## src/rtl/ram_arbiter.sv

```systemverilog
// Two-requester (cpu/dma) round-robin arbiter for a single-port RAM with a fixed WAIT_CYC access window.
// Latency: grant at the IDLE edge, ACCESS for WAIT_CYC cycles, one-cycle ack in DONE; requesters hold req until ack.
module ram_arbiter #(
  parameter int WAIT_CYC = 2
) (
  input  logic        clk,
  input  logic        rst_n,
  input  logic        cpu_req,
  input  logic        cpu_we,
  input  logic [14:0] cpu_addr,
  input  logic [7:0]  cpu_wdata,
  output logic        cpu_ack,
  input  logic        dma_req,
  input  logic        dma_we,
  input  logic [14:0] dma_addr,
  input  logic [7:0]  dma_wdata,
  output logic        dma_ack,
  output logic [7:0]  rd_data,
  output logic        ram_en,
  output logic        ram_we,
  output logic [14:0] ram_addr,
  output logic [7:0]  ram_wdata,
  input  logic [7:0]  ram_rdata,
  output logic        busy,
  output logic        owner
);

  typedef enum logic [1:0] {IDLE, ACCESS, DONE} state_t;

  state_t      state_q, state_d;
  logic [3:0]  cnt_q, cnt_d;
  logic        owner_q, owner_d;
  logic        we_q, we_d;
  logic [14:0] addr_q, addr_d;
  logic [7:0]  wdata_q, wdata_d;
  logic [7:0]  rd_q, rd_d;
  logic        grant_dma;

  always_ff @(posedge clk or negedge rst_n) begin
    if (!rst_n) begin
      state_q <= IDLE;
      cnt_q   <= 4'd0;
      owner_q <= 1'b1;
      we_q    <= 1'b0;
      addr_q  <= 15'd0;
      wdata_q <= 8'd0;
      rd_q    <= 8'd0;
    end else begin
      state_q <= state_d;
      cnt_q   <= cnt_d;
      owner_q <= owner_d;
      we_q    <= we_d;
      addr_q  <= addr_d;
      wdata_q <= wdata_d;
      rd_q    <= rd_d;
    end
  end

  // On a tie the requester that did not own the last transaction wins.
  assign grant_dma = dma_req && (!cpu_req || !owner_q);

  always_comb begin
    state_d = state_q;
    cnt_d   = cnt_q;
    owner_d = owner_q;
    we_d    = we_q;
    addr_d  = addr_q;
    wdata_d = wdata_q;
    rd_d    = rd_q;
    case (state_q)
      IDLE: begin
        if (cpu_req || dma_req) begin
          state_d = ACCESS;
          owner_d = grant_dma;
          we_d    = grant_dma ? dma_we    : cpu_we;
          addr_d  = grant_dma ? dma_addr  : cpu_addr;
          wdata_d = grant_dma ? dma_wdata : cpu_wdata;
          cnt_d   = 4'(WAIT_CYC - 1);
        end
      end
      ACCESS: begin
        if (cnt_q == 4'd0) begin
          state_d = DONE;
          if (!we_q) rd_d = ram_rdata;
        end else begin
          cnt_d = cnt_q - 4'd1;
        end
      end
      DONE:    state_d = IDLE;
      default: state_d = IDLE;
    endcase
  end

  // Strobes decode from the state register so a reset drops them without a clock.
  always_comb begin
    ram_en    = (state_q == ACCESS);
    ram_we    = (state_q == ACCESS) && we_q;
    cpu_ack   = (state_q == DONE) && !owner_q;
    dma_ack   = (state_q == DONE) && owner_q;
    busy      = (state_q != IDLE);
    owner     = owner_q;
    ram_addr  = addr_q;
    ram_wdata = wdata_q;
    rd_data   = rd_q;
  end

endmodule

```

## config.mk

```make
export PLATFORM = sky130hd
export DESIGN_NAME = ram_arbiter
export DESIGN_NICKNAME = d
export VERILOG_FILES = /design/src/rtl/ram_arbiter.sv
export SDC_FILE = /design/constraint.sdc
export NUM_CORES = 1
export LEC_CHECK = 0
export CAP_MARGIN = 20
export CORE_AREA = 2 2 76 78
export DETAILED_ROUTE_END_ITERATION = 12
export DIE_AREA = 0 0 78 80
export PLACE_DENSITY = 0.74
export SLEW_MARGIN = 20
export SYNTH_ARGS = -nofsm -noshare
export SYNTH_HDL_FRONTEND = slang
export SYNTH_SLANG_ARGS = --single-unit
```

## constraint.sdc

```tcl
create_clock -name clk -period 1.8 [get_ports clk]
set_clock_uncertainty 0.1 [all_clocks]
set_input_delay 0.36 -clock clk [delete_from_list [all_inputs] [get_ports clk]]
set_output_delay 0.36 -clock clk [all_outputs]
set_load 0.01 [all_outputs]
```

==> metrics.md <==
| Metric | Value |
|---|---|
| Status | finished, violations left |
| Violated checks | setup timing |
| Routed length per instance | 13.35 um |
| Max Buffers Root-to-Sink | 2 |
| Diodes inserted | 0 |
| CP Cell Sequence | inv_2 > ha_4 > or3b_4 > or3_4 > mux2_4 |
| Boundary pin count | 97 |
| Worst hold path type | flop to flop |
| Detail Placement HPWL | 3.869 mm |
| Maximum vdd drop | 689.8 uV |
| Syn_area_per_cell | 9.545 um2 |
| Core Footprint | 5405 um2 |
| Hold_sp | rd_data[4] |
| Worst-Margin Slew | approximately 220 ps |
| Final Hold Viols | 0 |
| Synth unique cells | 28 |
| Internal | 3443 uW |
| Final core utilization | 0.6058 |
| Port bufs | 96 |
| Syn Inst Count | between 150 and 200 |
| Syn Std Cell Area | around 1900 um2 |
| Leakage | between 0.001 and 0.0015 uW |
| Comb power frac | 0.551 |
| Reg power frac | 0.305 |
| Root buffer cell | clkbuf_8 |
| Power Density | ~1600 nW/um2 |
| Min setup slack post-route | -158.4 ps |
| CTS buffer count | 5 |
| Crit-path max cell delay | 430 ps |
| RSZ-0062 raised after global routing | true |
| Die Ht | around 80 um |
| Vias after detailed routing | 1851 |
| Via/cell ratio | approximately 4.7 |
| Met1 Usage GRT | 0.1991 |
| Final nets | around 380 |
| Switching portion of total power | 0.3443 |
| Post-route ant nets | 0 |
| Worst Path Arrival | slightly above 2000 ps |
| WL final | between 5 and 6 mm |
| Top Usage Layer GRT | met2 |
| Setup crit start | cnt_q[0] |
| Yosys top cell by area | dfrtp_1 |
| Setup violators final | 9 |
| Final slew viol count | 0 |
| CP Max Fanout | 8 |
| DRC viols | 0 |
| Most common cell after layout, fill and taps aside | clkdlybuf4s50_1 |
| CTS clk-pin slew, worst paths | 80 ps |
| Vias in the first global route | 1821 |
| Initial core utilization | 0.3426 |
| Global-route wire length before repair | roughly 8.5 mm |
| GP Congestion | ~0.76 |
| Max_slew headroom | 0.8503 |
| DRT iter0 DRCs | about 80 |
| Fmax | between 500 and 600 MHz |
| Ranking of synthesized cells by area | dfrtp_1, nand2_1, a31oi_1 |
| DR pass1 iterations | 4 |
| WS Path Type | flop to flop |
| Worst skew pair latency | between 200 and 300 ps |
| Synth-to-layout area growth | 76.82% |
| Final hold slack | roughly 420 ps |
| Sink Count | 39 |
| Met3 usage in global routing | 0.05656 |
| Gr usage total | 0.1728 |
| NetSw | approximately 1800 uW |
| Final Cycle Share | 1.088 |
| Rows | 27 |
| Die area | around 6200 um2 |
| Commonest non-fill, non-tap cells in the layout | clkdlybuf4s50_1, nand2_1, dfrtp_1, buf_4, a21oi_1 |
| CTS tree | done |
| Total power after layout | ~5300 uW |
| Yosys top cell area share | 0.5135 |
| Share of layout cells above drive strength 1 | 0.2013 |
| Crit path capture type | flop |
| Clock period minus worst slack | 1958 ps |
| Register area share after synthesis | 0.5277 |
| Post-Syn Nets | about 260 |
| H-tree level count | 2 |
| #FFs+latches synth | 39 |
| Max-cap viol count | 0 |
| Largest net degree at the start of global routing | 40 |
| GR Util met2 | 0.3138 |
| Slowest stage cell on the critical path | or3_4 |
| Critical path data required time | around 1900 ps |
| Initial antenna violation count | 0 |
| Clock Power Share | 0.143 |
| GR Overflow Total | 0 |
| Warnings from Yosys | 0 |
| Die Span X | roughly 78 um |
| CP startpoint kind | flop |
| RR Startpoint | cnt_q[0] |
-- worst max-delay path: cells and delay by family, from the launching register on --
family / cells / cell delay (ps)
AND/OR/NAND/NOR: 2 / 800
flip-flops: 1 / 390
multiplexers: 1 / 330
adder cells (fa/ha/maj): 1 / 130
buffers and inverters: 1 / 90
-- routing by layer --
layer  part of all wire  vias up  routed length [um]
li1                   -      922                   -
met1               0.43      868                2220
met2               0.51       58                2643
met3              0.061        3                 319
met4             0.0044        0                  23
met5                  0        -                   0
-- cells in the mapped netlist --
master / count
or3_1: 2
nor4_1: 1
inv_1: 5
o21ai_0: 1
buf_6: 1
nor3b_1: 1
a221oi_1: 1
nor2_1: 2
dfstp_2: 1
clkbuf_1: 13
nand2b_1: 1
a21boi_1: 1
a31oi_1: 25
dfrtp_1: 38
or4_1: 1
nand2_1: 51
a21bo_1: 1
and2b_2: 1
o21bai_1: 2
ha_1: 2
a21oi_1: 27
or3b_4: 1
and3b_1: 1
or2_2: 1
a221o_1: 1
mux2i_1: 1
and2_1: 3
mux2_4: 8
-- path summary, 6_finish.rpt --
kind	to	slack (ps)	cells after the start
setup / recovery	rd_data[0]	-160	5
hold / removal	rd_data[4]	420	1
hold reg to reg	rd_data[4]	420	1
max in group asynchronous	owner	880	3
setup reg to reg	rd_data[0]	-160	5
min in group asynchronous	state_q[1]	470	3
-- registers in the layout (all words and copies together), names as in the netlist --
| name | flops |
|---|---|
| ram_addr | 15 |
| ram_wdata | 8 |
| rd_data | 8 |
| cnt_q | 4 |
| state_q | 2 |
| owner | 1 |
| we_q | 1 |
-- repair_timing --
action | 4_1_cts | 5_1_grt
endpoints found under the hold margin | 38 | 0
setup buffers | 8 | 1
endpoints found under the setup margin | 14 | 15
hold buffers | 1 | 0
resized for setup | 15 | 5
pin swaps | 0 | 2
-- power groups by stage --
stage / Sequential [uW] / Combinational [uW] / Clock [uW]
global route: 1660 / 3150 / 804
global placement: 1590 / 2690 / 0
detailed placement: 1610 / 2730 / 0
CTS: 1600 / 2880 / 768
finish: 1600 / 2890 / 753
floorplan: 1750 / 1100 / 0
-- through the flow --
stage               setup TNS (ps)  cell area, um2  cells  setup WS (ps)
detailed placement           -2664            3057    373         -220.8
finish                       -1339            3274    390         -158.4
CTS                          -1607            3271    390         -189.3
global route                 -1645            3274    390         -213.6
floorplan                    -1427            1852    194         -178.3
global placement             -1922            3057    373         -161.1
-- cell families after synthesis --
logic type | Yosys count | share of synthesized area
AO/OA/AOI/OAI | 59 | 0.1878
adder cells (fa/ha/maj) | 2 | 0.01351
buffers and inverters | 19 | 0.04257
flip-flops | 39 | 0.5277
multiplexers | 9 | 0.07027
AND/OR/NAND/NOR | 66 | 0.1581
-- cell type report --
| cell class | instances | area [um2] |
|---|---|---|
| clock inverter | 2 | 35.03 |
| fill | 474 | 2131 |
| inverter | 5 | 18.77 |
| timing repair buffer | 130 | 1231 |
| tap | 72 | 90.09 |
| clock buffer | 6 | 82.58 |
| multi-input combinational | 136 | 838.3 |
| sequential | 39 | 978.4 |
(Power assumes the default switching activity.)
